<file path="src/rtl/mem_bus_arbiter.sv">
// mem_bus_arbiter: shares one memory bus between the instruction cache
// (client 0) and the data cache (client 1). A granted client owns the bus
// for its whole transaction: request, write data beats, or the full read
// response burst. Ties are broken round-robin.

`ifndef MEM_READ
`define MEM_READ  13'h1100
`endif
`ifndef MEM_WRITE
`define MEM_WRITE 13'h0100
`endif

module mem_bus_arbiter #(
    parameter int BUS_DATA_WIDTH = 64,
    parameter int BUS_TAG_WIDTH  = 13,
    parameter int BEATS          = 8
) (
    input  logic                      clk,
    input  logic                      reset,

    input  logic                      ic_reqcyc,
    output logic                      ic_reqack,
    input  logic [BUS_DATA_WIDTH-1:0] ic_req,
    input  logic [BUS_TAG_WIDTH-1:0]  ic_reqtag,
    output logic                      ic_respcyc,
    input  logic                      ic_respack,
    output logic [BUS_DATA_WIDTH-1:0] ic_resp,
    output logic [BUS_TAG_WIDTH-1:0]  ic_resptag,

    input  logic                      dc_reqcyc,
    output logic                      dc_reqack,
    input  logic [BUS_DATA_WIDTH-1:0] dc_req,
    input  logic [BUS_TAG_WIDTH-1:0]  dc_reqtag,
    output logic                      dc_respcyc,
    input  logic                      dc_respack,
    output logic [BUS_DATA_WIDTH-1:0] dc_resp,
    output logic [BUS_TAG_WIDTH-1:0]  dc_resptag,

    output logic                      bus_reqcyc,
    input  logic                      bus_reqack,
    output logic [BUS_DATA_WIDTH-1:0] bus_req,
    output logic [BUS_TAG_WIDTH-1:0]  bus_reqtag,
    input  logic                      bus_respcyc,
    output logic                      bus_respack,
    input  logic [BUS_DATA_WIDTH-1:0] bus_resp,
    input  logic [BUS_TAG_WIDTH-1:0]  bus_resptag
);

    localparam int CNT_W = $clog2(BEATS) + 1;
    localparam logic [CNT_W-1:0]         LAST_BEAT = CNT_W'(BEATS - 1);
    localparam logic [BUS_TAG_WIDTH-1:0] TAG_WRITE = BUS_TAG_WIDTH'(`MEM_WRITE);

    typedef enum logic [1:0] {
        S_IDLE,
        S_REQ,
        S_WDATA,
        S_RESP
    } state_t;

    state_t           state_reg, state_next;
    logic             owner_reg, owner_next;
    logic             prio_reg, prio_next;
    logic [CNT_W-1:0] beat_cnt_reg, beat_cnt_next;

    // Client-indexed views so the per-client logic can be generated.
    logic [1:0]                cli_reqcyc;
    logic [1:0]                cli_respack;
    logic [1:0]                cli_reqack;
    logic [1:0]                cli_respcyc;
    logic [BUS_DATA_WIDTH-1:0] cli_req    [2];
    logic [BUS_TAG_WIDTH-1:0]  cli_reqtag [2];

    assign cli_reqcyc    = {dc_reqcyc, ic_reqcyc};
    assign cli_respack   = {dc_respack, ic_respack};
    assign cli_req[0]    = ic_req;
    assign cli_req[1]    = dc_req;
    assign cli_reqtag[0] = ic_reqtag;
    assign cli_reqtag[1] = dc_reqtag;

    assign ic_reqack  = cli_reqack[0];
    assign dc_reqack  = cli_reqack[1];
    assign ic_respcyc = cli_respcyc[0];
    assign dc_respcyc = cli_respcyc[1];

    // Response data and tag are broadcast; only respcyc is steered.
    assign ic_resp    = bus_resp;
    assign dc_resp    = bus_resp;
    assign ic_resptag = bus_resptag;
    assign dc_resptag = bus_resptag;

    // Signals of whichever client currently owns the bus.
    logic                      own_reqcyc;
    logic                      own_respack;
    logic [BUS_DATA_WIDTH-1:0] own_req;
    logic [BUS_TAG_WIDTH-1:0]  own_reqtag;

    assign own_reqcyc  = cli_reqcyc[owner_reg];
    assign own_respack = cli_respack[owner_reg];
    assign own_req     = cli_req[owner_reg];
    assign own_reqtag  = cli_reqtag[owner_reg];

    logic req_phase;
    logic resp_phase;

    // Steer acks and response valid only to the owning client.
    for (genvar gi = 0; gi < 2; gi++) begin : g_client
        assign cli_reqack[gi]  = req_phase  && (owner_reg == 1'(gi)) && bus_reqack;
        assign cli_respcyc[gi] = resp_phase && (owner_reg == 1'(gi)) && bus_respcyc;
    end

    // State, ownership, priority and beat counter registers.
    always_ff @(posedge clk) begin
        if (reset) begin
            state_reg    <= S_IDLE;
            owner_reg    <= 1'b0;
            prio_reg     <= 1'b0;
            beat_cnt_reg <= '0;
        end else begin
            state_reg    <= state_next;
            owner_reg    <= owner_next;
            prio_reg     <= prio_next;
            beat_cnt_reg <= beat_cnt_next;
        end
    end

    // Next-state logic and bus-side outputs.
    always_comb begin
        state_next    = state_reg;
        owner_next    = owner_reg;
        prio_next     = prio_reg;
        beat_cnt_next = beat_cnt_reg;
        bus_reqcyc    = 1'b0;
        bus_req       = '0;
        bus_reqtag    = '0;
        bus_respack   = 1'b0;
        req_phase     = 1'b0;
        resp_phase    = 1'b0;

        case (state_reg)
            S_IDLE: begin
                // Stale beats (e.g. after a reset mid-burst) are swallowed here.
                bus_respack = bus_respcyc;
                if (|cli_reqcyc) begin
                    state_next    = S_REQ;
                    beat_cnt_next = '0;
                    owner_next    = (&cli_reqcyc) ? prio_reg : cli_reqcyc[1];
                end
            end

            S_REQ: begin
                req_phase  = 1'b1;
                bus_reqcyc = own_reqcyc;
                bus_req    = own_req;
                bus_reqtag = own_reqtag;
                if (!own_reqcyc) begin
                    // Request withdrawn before acceptance: no service, prio kept.
                    state_next = S_IDLE;
                end else if (bus_reqack) begin
                    beat_cnt_next = '0;
                    state_next    = (own_reqtag == TAG_WRITE) ? S_WDATA : S_RESP;
                end
            end

            S_WDATA: begin
                req_phase  = 1'b1;
                bus_reqcyc = own_reqcyc;
                bus_req    = own_req;
                bus_reqtag = own_reqtag;
                if (own_reqcyc && bus_reqack) begin
                    if (beat_cnt_reg == LAST_BEAT) begin
                        state_next    = S_IDLE;
                        prio_next     = ~owner_reg;
                        beat_cnt_next = '0;
                    end else begin
                        beat_cnt_next = beat_cnt_reg + 1'b1;
                    end
                end
            end

            S_RESP: begin
                resp_phase  = 1'b1;
                bus_respack = own_respack;
                if (bus_respcyc && own_respack) begin
                    if (beat_cnt_reg == LAST_BEAT) begin
                        state_next    = S_IDLE;
                        prio_next     = ~owner_reg;
                        beat_cnt_next = '0;
                    end else begin
                        beat_cnt_next = beat_cnt_reg + 1'b1;
                    end
                end
            end

            default: begin
                state_next = S_IDLE;
            end
        endcase
    end

endmodule

</file>
<file path="config.mk">
export PLATFORM = sky130hd
export DESIGN_NAME = mem_bus_arbiter
export DESIGN_NICKNAME = d
export VERILOG_FILES = /design/src/rtl/mem_bus_arbiter.sv
export SDC_FILE = /design/constraint.sdc
export NUM_CORES = 1
export LEC_CHECK = 0
export CORE_AREA = 2 2 182 184
export CTS_CLUSTER_SIZE = 10
export DETAILED_ROUTE_END_ITERATION = 6
export DIE_AREA = 0 0 184 186
export SKIP_LAST_GASP = 1
export SYNTH_ARGS = -nofsm -noshare
export SYNTH_HDL_FRONTEND = slang
export SYNTH_SLANG_ARGS = --single-unit
</file>
<file path="constraint.sdc">
create_clock -name clk -period 2.55 [get_ports clk]
set_clock_uncertainty 0.2 [all_clocks]
set_input_delay 0.51 -clock clk [delete_from_list [all_inputs] [get_ports clk]]
set_output_delay 0.51 -clock clk [all_outputs]
set_load 0.005 [all_outputs]
</file>
# After elaboration in Yosys (flattened, before gate mapping)

Index checks and enable logic that the tools add are counted.

Register bits: 8
Input port bits: 239
Output and inout port bits: 237
Word-level logic and storage cells: 75

Magnitude comparators: 2
Multiplexer cells: 36
Eq/ne operators: 11
Add/sub/neg operators: 1
Bitwise operators: 2
Reductions and logical operators: 19

Operators by type and width:

| cell                                                                         | count |
|---|---|
| 64-bit two-way mux                                                           | 4 |
| 13-bit two-way mux                                                           | 4 |
| 4-bit two-way mux                                                            | 6 |
| 4-bit case mux with 4 select lines                                           | 1 |
| 13-bit by 9-bit == test with 1-bit output, second input constant             | 1 |
| 1-bit two-way mux                                                            | 12 |
| 2-bit two-way mux                                                            | 6 |
| 1-bit logical AND                                                            | 10 |
| 2-bit != test, second input constant                                         | 5 |
| 2-bit case mux with 4 select lines                                           | 1 |
| 5-bit AND reduction                                                          | 1 |
| 4-bit by 1-bit adder with 4-bit output, second input constant                | 1 |
| 2-bit == test, second input constant                                         | 2 |
| 4-bit by 3-bit == test with 1-bit output, second input constant              | 1 |
| 1-bit case mux with 2 select lines                                           | 2 |
| 2-bit AND reduction                                                          | 2 |
| 4-bit AND reduction                                                          | 1 |
| 2-bit OR reduction                                                           | 2 |
| 3-bit != test, second input constant                                         | 1 |
| 3-bit AND reduction                                                          | 1 |
| 2-bit by 1-bit == test with 1-bit output, second input constant              | 1 |
| 2-bit greater-or-equal comparator, second input constant                     | 1 |
| 2-bit logical NOT                                                            | 1 |
| 1-bit by 2-bit less-than comparator with 1-bit output, second input constant | 1 |
| 3 further kinds                                                              | 3 |

# Depth between registers and ports, before layout

Gate-level depths: netlist of run 1.

Depth in word-level cells: 9
Depth in mapped cells: 7
Mapped depth without buffers: 7

# Least setup slack after synthesis of run 1

OpenSTA, ideal clock, no wires.

Path type: register to register
Start: register state_reg[0]
End: register state_reg[1]
Cell stages (with the launch flop): 8
Library setup time: 0.128 ns
Period minus slack after synthesis: 1.938 ns
Data arrival time: 1.610 ns
Path slack: 0.612 ns
Path buffers: 0
Cell sequence: dfxtp_1 > inv_1 > ha_1 > or2_2 > a32o_2 > nor4_4 > mux2i_1 > nor2_1

Word-level cells in the longest chain between the ends: 3
Elaborated cells between the ends (all ways): 10
Classes of those cells: eq/ne: 7; mux: 1; reduce/logical: 2

RTL lines:

| element                                                          | line | text |
|---|---|---|
| start, declared                                                  | 60   | `state_t state_reg, state_next;` |
| start signal, assigned                                           | 119  | `state_reg <= state_next;` |
| 2-bit by 1-bit == test with 1-bit output (tied with other cells) | 139  | `case (state_reg)` |
| 3-bit != test (no source line) or 2-bit != test (tied branches)  | n/a  |  |
| 4-bit AND reduction (no source line)                             | n/a  |  |

Several ways; a longest one is shown, not always the timed one.
A chain may end at the register's enable or synchronous reset.

# Worst setup path in the final report of run 1

Start: register state_reg[1]
End: output bus_req[22]

Word-level cells in the longest chain between the ends: 3
Elaborated cells between the ends (all ways): 4
Classes of those cells: eq/ne: 2; mux: 1; reduce/logical: 1

RTL lines:

| element                                                                   | line | text |
|---|---|---|
| 2-bit == test or 2-bit by 1-bit == test with 1-bit output (tied branches) | 139  |  |
| 2-bit OR reduction (no source line) (*)                                   | n/a  |  |
| 64-bit two-way mux (*)                                                    | 139  |  |
| end, declared                                                             | 41   | `output logic [BUS_DATA_WIDTH-1:0] bus_req,` |

Every way passes the cells marked *; elsewhere a longest branch is shown, timed or not.

==> results.md, run 1 <==
- Status: completed
- Sequential area share after synthesis: under 10%
- Peak VDD IR: about 0.3 mV
- Multiplexer share of the synthesized area: between 20% and 30%
- Relative slew slack: between 70% and 80%
- ANT cells: 0
- CTS tree: built
- Hold Vio Cnt, Final: 0
- Core Util, Final: 16.56%
- Worst path arrival time: between 1.5 and 2 ns
- Initial Utilization: under 10%
- Syn Area/Cell: ~7.8 um^2
- Commonest non-fill, non-tap cell in the layout: clkdlybuf4s50_1
- Commonest non-fill, non-tap cells in the layout: clkdlybuf4s50_1 (213), mux2i_1 (80), nor2b_1 (73), dlygate4sd2_1 (23), buf_4 (22)
- Die Wd: around 180 um
- Tcrit/Tclk final: 99.88%
- R2R Setup Slk: 0.37 ns
- RSZ-0062 raised after global routing: yes
- Number of global-route vias before repair: between 3k and 4k
- Endpoints failing setup: 0
- Vert. Die Dim: ~190 um
- Port bufs: between 200 and 250
- Worst EP required: between 1.5 and 2 ns
- Final worst path period need: between 2 and 3 ns
- YS warnings: 0
- Largest area contributor in the netlist: buf_4
- Post-DP Area: 0.005090 mm^2
- Router iterations before antenna repair: 4
- Num CTS Buffers: 3
- CP endpoint: bus_req[22]
- First-pass GRT wire length: ~20 mm
- Power, Total: about 3.4 mW
- Max reg flops: 4
- Clk_lat worst skew: roughly 0.23 ns
- Worst reg-to-reg path cell count: 7
- Die area: about 0.034 mm^2
- Synth cell types: 39
- Layout cells sized above 1: between 9 and 10%
- Largest net degree at the start of global routing: 38
- GR Overflow Total: 0
- RR Endpoint: state_reg[0]$_SDFFE_PP0P_
- # H-tree levels: 1
- Crit path launch type: flop
- Final worst slack: 0.003018 ns
- Adder-Cell Fraction of Synth Area: around 2%
- Syn_nets: 652
- Drt total wl: roughly 15 mm
- Fillers: ~3.6k
- Via count: between 2k and 3k
- Synth top area cells: buf_4 (37%), mux2i_1 (25%), nor2b_1 (16%)
- Worst-margin pin slew: 0.4097 ns
- Hold path start: prio_reg$_SDFFE_PP0P_
- Reg2reg start: owner_reg$_SDFFE_PP0P_
- Post-Synthesis Cells: approximately 410
- Lkg Pwr: between 2 and 2.5 nW
- Simple logic cell fraction of the synthesized area: between 20% and 30%
- Yosys reg bits: 8
- Setup WS pre-CTS: -0.02190 ns
- Routed Antenna Nets: 0
- Design area: between 0.005 and 0.006 mm^2
- Nets: 757
- Worst-path fanout max: 37
- Area Growth Syn to Fin: 68.59%
- Post-Syn Area: between 0.003 and 0.004 mm^2
- All-Layer GR Usage: 7.795%
- CTS clk-pin slew, worst paths: 0.04 ns
- Max Cap Viol: 0
- Crit path kind: reg -> out
- DRC: 0
- Clock buffer depth: 2
- Setup crit start: state_reg[1]$_SDFFE_PP0P_
- Hold Crit Class: reg -> reg
- Peak Freq: just under 0.4 GHz
- Post-Synth XOR/XNOR Area: 0%
- Largest family of logic cells by synthesized area: buffers and inverters
- Core Rows: 66
- Clock Sink Count: 8
- Core footprint: 0.03221 mm^2
- GP Congestion: 0.7434
- Share of the synthesized area in the top cell type: 36.55%
- Drt wl/cell: about 16 um
- Clock root buffer: clkbuf_16
- Synth Area in Compound Gates: under 10%
- Iteration-0 DRC Markers: approximately 100
- Kind of end point of the critical path: output port
- Setup TNS: 0 ns
- Initial antenna violation count: 0
- # IOs: 476
- # hold bufs at CTS: 0
- Pwr/cell area: around 640 mW/mm^2
- Vias per cell: 3.234
- Fin. max-slew vios: 0
- DPL Wire Length: between 10 and 15 mm
[metrics by stage]
step	cells	hold WS [ns]
floorplan	408	0.2731
detailed placement	909	0.2908
global placement	909	0.2978
finish	920	0.3280
CTS	917	0.2962
global route	920	0.3716
[area by class of cell]
cell class              count  area, um^2  share of cell area [%]
flip-flops and latches      8       163.9                   3.074
multi-input cells         223        1785                   33.48
repair buffers            273        2779                   52.11
inverters                   4       15.01                  0.2816
well taps                 408       510.5                   9.573
clock buffers               4       78.83                   1.478
[layer usage]
layer	up-vias	global-route usage (%)	share of wire (%)
met4	0	2.400	2.1
met5	-	0	0
met1	1302	7.865	34
met2	237	14.14	51
li1	1405	-	-
met3	31	3.776	12
[Yosys cell counts]
master / number
nor3_1: 1
a311oi_1: 1
or3_1: 1
and2_1: 3
clkbuf_1: 9
a32oi_1: 1
ha_1: 5
nor4_1: 5
nor2_1: 16
buf_1: 1
buf_4: 154
nand3b_1: 1
a21boi_0: 1
buf_2: 8
a211oi_1: 1
or2_2: 1
nor3_4: 1
nand2_1: 5
a22oi_1: 1
nor4_4: 1
nor2b_1: 79
a32o_2: 1
a31oi_1: 1
dfxtp_1: 8
mux2_4: 1
mux2i_1: 80
nor3b_1: 2
and4b_1: 1
and3_1: 1
buf_6: 1
o21ai_0: 3
nand2b_1: 1
nor4b_1: 1
a21oi_1: 2
a32o_1: 2
mux2_2: 1
inv_1: 4
or4_1: 1
a21boi_2: 1
[report_power, final]
part / leakage, nW / switching (mW) / internal (mW) / total, mW
logic: 1.90 / 1.10 / 1.86 / 2.96
clock network: 0.0382 / 0.0658 / 0.209 / 0.275
registers: 0.0657 / 0.0156 / 0.143 / 0.158
[worst max-delay path, stage by stage (launching register included)]
cell and delay [ns]:
dfxtp_1 0.33, inv_2 0.06, ha_4 0.32, buf_12 0.17, nor2b_2 0.17, clkdlybuf4s50_1 0.52
[logic make-up (layout without fill, tap and decap cells)]
| logic type | count (synthesis) | count (layout) |
|---|---|---|
| AO/OA/AOI/OAI | 15 | 15 |
| buffers and inverters | 177 | 281 |
| AND/OR/NAND/NOR | 121 | 121 |
| adder cells (fa/ha/maj) | 5 | 5 |
| flip-flops | 8 | 8 |
| multiplexers | 82 | 82 |
[repair_timing]
item,CTS,global route
resized for setup,28,16
gates cloned,2,1
setup buffers,2,2
endpoints found under the setup margin,77,59
pin swaps,1,0
[how the worst min path moves through the flow]
stage	end	slack, ns	cells after the start
2_1_floorplan	prio_reg$_SDFFE_PP0P_	0.27	2
3_3_place_gp	prio_reg$_SDFFE_PP0P_	0.30	2
3_5_place_dp	prio_reg$_SDFFE_PP0P_	0.29	2
4_1_cts	prio_reg$_SDFFE_PP0P_	0.30	2
5_1_grt	beat_cnt_reg[1]$_SDFFE_PP0P_	0.37	2
6_report	prio_reg$_SDFFE_PP0P_	0.33	2
(Power assumes the default switching activity.)
==> inputs of run 2 (changes only) <==
--- a/config.mk
+++ b/config.mk
@@ -6,9 +6,11 @@
 export NUM_CORES = 1
 export LEC_CHECK = 0
 export CORE_AREA = 2 2 182 184
+export CTS_BUF_LIST = sky130_fd_sc_hd__clkbuf_2
 export CTS_CLUSTER_SIZE = 10
 export DETAILED_ROUTE_END_ITERATION = 6
 export DIE_AREA = 0 0 184 186
+export PLACE_DENSITY = 0.5
 export SKIP_LAST_GASP = 1
 export SYNTH_ARGS = -nofsm -noshare
 export SYNTH_HDL_FRONTEND = slang
==> results.md, run 2 (synthesis results as in run 1) <==
- Dpl cells: 910 (+0.11%)
- Tcrit/Tclk final: 103.1% (+3.2 points)
- Hold Crit Class: reg -> reg
- Peak Freq: 0.3803 GHz (-3.1%)
- Router iterations before antenna repair: 3 (-1)
- Largest net degree at the start of global routing: 33 (-13%)
- Sw Ratio: 36.49% (+1.6 points)
- Max reg flops: 4 (unchanged)
- ANT cells: 0 (unchanged)
- Peak VDD IR: 0.1937 mV (-36%)
- Final worst slack: -0.07943 ns (-0.08245 ns)
- Hold path start: prio_reg$_SDFFE_PP0P_
- Die area: 0.03422 mm^2 (unchanged)
- Core footprint: 0.03221 mm^2 (unchanged)
- Initial antenna violation count: 0 (unchanged)
- Commonest non-fill, non-tap cell in the layout: clkdlybuf4s50_1
- Final worst path period need: 2.629 ns (+0.08245 ns)
- Clock buffer depth: 2 (unchanged)
- Core Util, Final: 17.14% (+0.58 points)
- Core Rows: 66 (unchanged)
- Worst-margin pin slew: 0.7018 ns (+0.2921 ns)
- Vert. Die Dim: 186 um (unchanged)
- Multi-input combinational cell area: 0.001795 mm^2 (+0.56%)
- Number of global-route vias before repair: 3144 (+3.3%)
- First-pass GRT wire length: 20.10 mm (+2.6%)
- Reg area: 166.4 um^2 (+1.5%)
- Sequential share of power: 4.6% (about the same)
- Area Growth Syn to Fin: 74.53%
- Critical path's largest stage delay: 0.52 ns (about the same)
- Layout cells sized above 1: 14.07% (+4.1 points)
- Worst EP required: 1.84 ns (about the same)
- Worst path arrival time: 1.92 ns (+0.08 ns)
- Kind of end point of the critical path: output port
- # H-tree levels: 1 (unchanged)
- GP Congestion: 0.7032 (-5.4%)
- CTS clk-pin slew, worst paths: 0.09 ns (+0.05 ns)
- Die Wd: 184 um (unchanged)
- Relative slew slack: 53.11% (-19 points)
- Clock power share: 2.7% (-5.4 points)
- Clock Sink Count: 8 (unchanged)
- Pwr/cell area: 632.8 mW/mm^2 (-0.54%)
- Lkg Pwr: 2.601 nW (+30%)
- DRC: 0 (unchanged)
- Pint: 2.219 mW (+0.40%)
- Num CTS Buffers: 3 (unchanged)
- Crit path launch type: flop
- Clk_lat worst skew: 0.25 ns (+0.02 ns)
- # IOs: 476 (unchanged)
- Vias per cell: 3.203 (-0.94%)
- Via count: 2992 (+0.57%)
- Drt total wl: 15.17 mm (+2.5%)
- Failing checks: setup timing
- Setup crit start: state_reg[1]$_SDFFE_PP0P_
- Fillers: 3641 (+0.055%)
- Logic pwr share: 92.7% (+5.5 points)
- Hold Vio Cnt, Final: 0 (unchanged)
- Buffers & Inverters on Critical Path: 4 (+1)
- Status: finished, violations left
- DPL Wire Length: 12.02 mm (-1.3%)
- Kind of cell adding the most delay to the critical path: buffers and inverters
- All-Layer GR Usage: 7.945% (+0.15 points)
- Commonest non-fill, non-tap cells in the layout: clkdlybuf4s50_1 (186), mux2i_1 (80), nor2b_1 (68), dlymetal6s2s_1 (44), buf_4 (30)
- Endpoints failing setup: 9 (+9)
- Filler-free cell count of the finished design: 934 (+1.5%)
- Crit-path slowest cell: clkdlybuf4s50_1
- Fin. max-slew vios: 0 (unchanged)
- Reg2reg start: state_reg[1]$_SDFFE_PP0P_
- Initial Utilization: 9.821% (unchanged)
- Routed Antenna Nets: 0 (unchanged)
- Iteration-0 DRC Markers: 66 (-35%)
- Max Cap Viol: 0 (unchanged)
- CTS tree: built
- RSZ-0062 raised after global routing: yes
- GR Overflow Total: 0 (unchanged)
- Drt wl/cell: 16.24 um (+0.94%)
- Port bufs: 244 (unchanged)
- Worst-path fanout max: 15 (-59%)
- Crit path kind: reg -> out
- Clock root buffer: clkbuf_2
- Worst path cell trace: inv_1 > ha_4 > buf_6 > buf_16 > nor2b_1 > clkdlybuf4s50_1
- Sw power: 1.275 mW (+7.7%)
- Nets: 771 (+1.8%)
-- run 2: final timing paths --
check	endpoint	slack, ns	cells after the start
min	prio_reg$_SDFFE_PP0P_	0.30	2
max reg2reg	state_reg[0]$_SDFFE_PP0P_	0.32	8
min reg2reg	prio_reg$_SDFFE_PP0P_	0.30	2
max	bus_req[34]	-0.08	6
-- run 2: area by class of cell --
cell class / count / share of cell area, %
clock buffer: 4 / 0.3626
inverter: 4 / 0.2720
multi-input combinational: 223 / 32.52
sequential: 8 / 3.015
tap: 408 / 9.248
timing repair buffer: 287 / 54.58
-- run 2: timing repair --
item | in CTS | in global routing
cloned | 3 | 2
setup endpoints to repair | 81 | 76
buffers inserted | 3 | 13
resized for setup | 24 | 63
hold buffers | 0 | 0
pin swaps | 0 | 1
-- run 2: through the flow --
step	area, um^2	TNS, ns	setup slack (ns)	power [mW]	hold slack [ns]
4_1_cts	5263	-8.762	-0.1833	3.454	0.3039
3_3_place_gp	5112	-0.08061	-0.04172	2.985	0.2837
2_1_floorplan	3163	0	0.6121	1.448	0.2731
3_5_place_dp	5112	-0.06448	-0.04068	2.972	0.2890
6_report	5520	-0.3255	-0.07943	3.493	0.3010
5_1_grt	5520	-3.243	-0.1901	3.775	0.3276
-- run 2: power by group through the flow --
| stage | Combinational, mW | Sequential [mW] | Clock, mW |
|---|---|---|---|
| 3_5_place_dp | 2.80 | 0.169 | 0 |
| 4_1_cts | 3.19 | 0.168 | 0.100 |
| 3_3_place_gp | 2.82 | 0.168 | 0 |
| 2_1_floorplan | 1.29 | 0.156 | 0 |
| 5_1_grt | 3.50 | 0.166 | 0.110 |
| 6_report | 3.24 | 0.162 | 0.0944 |
-- run 2: metal layers --
metal	global-route usage, %	part of all wire (%)
met1	8.725	37
met2	13.57	48
met3	4.167	13
met4	1.632	1.6
met5	0.7407	0.18
-- run 2: worst register-to-register path, stage by stage (launching register included) --
cell and delay, ns:
dfxtp_2 0.33, buf_4 0.12, buf_4 0.13, ha_1 0.22, or2_2 0.34, a32o_2 0.25
nor4_4 0.23, nor2_1 0.07, a311oi_1 0.25
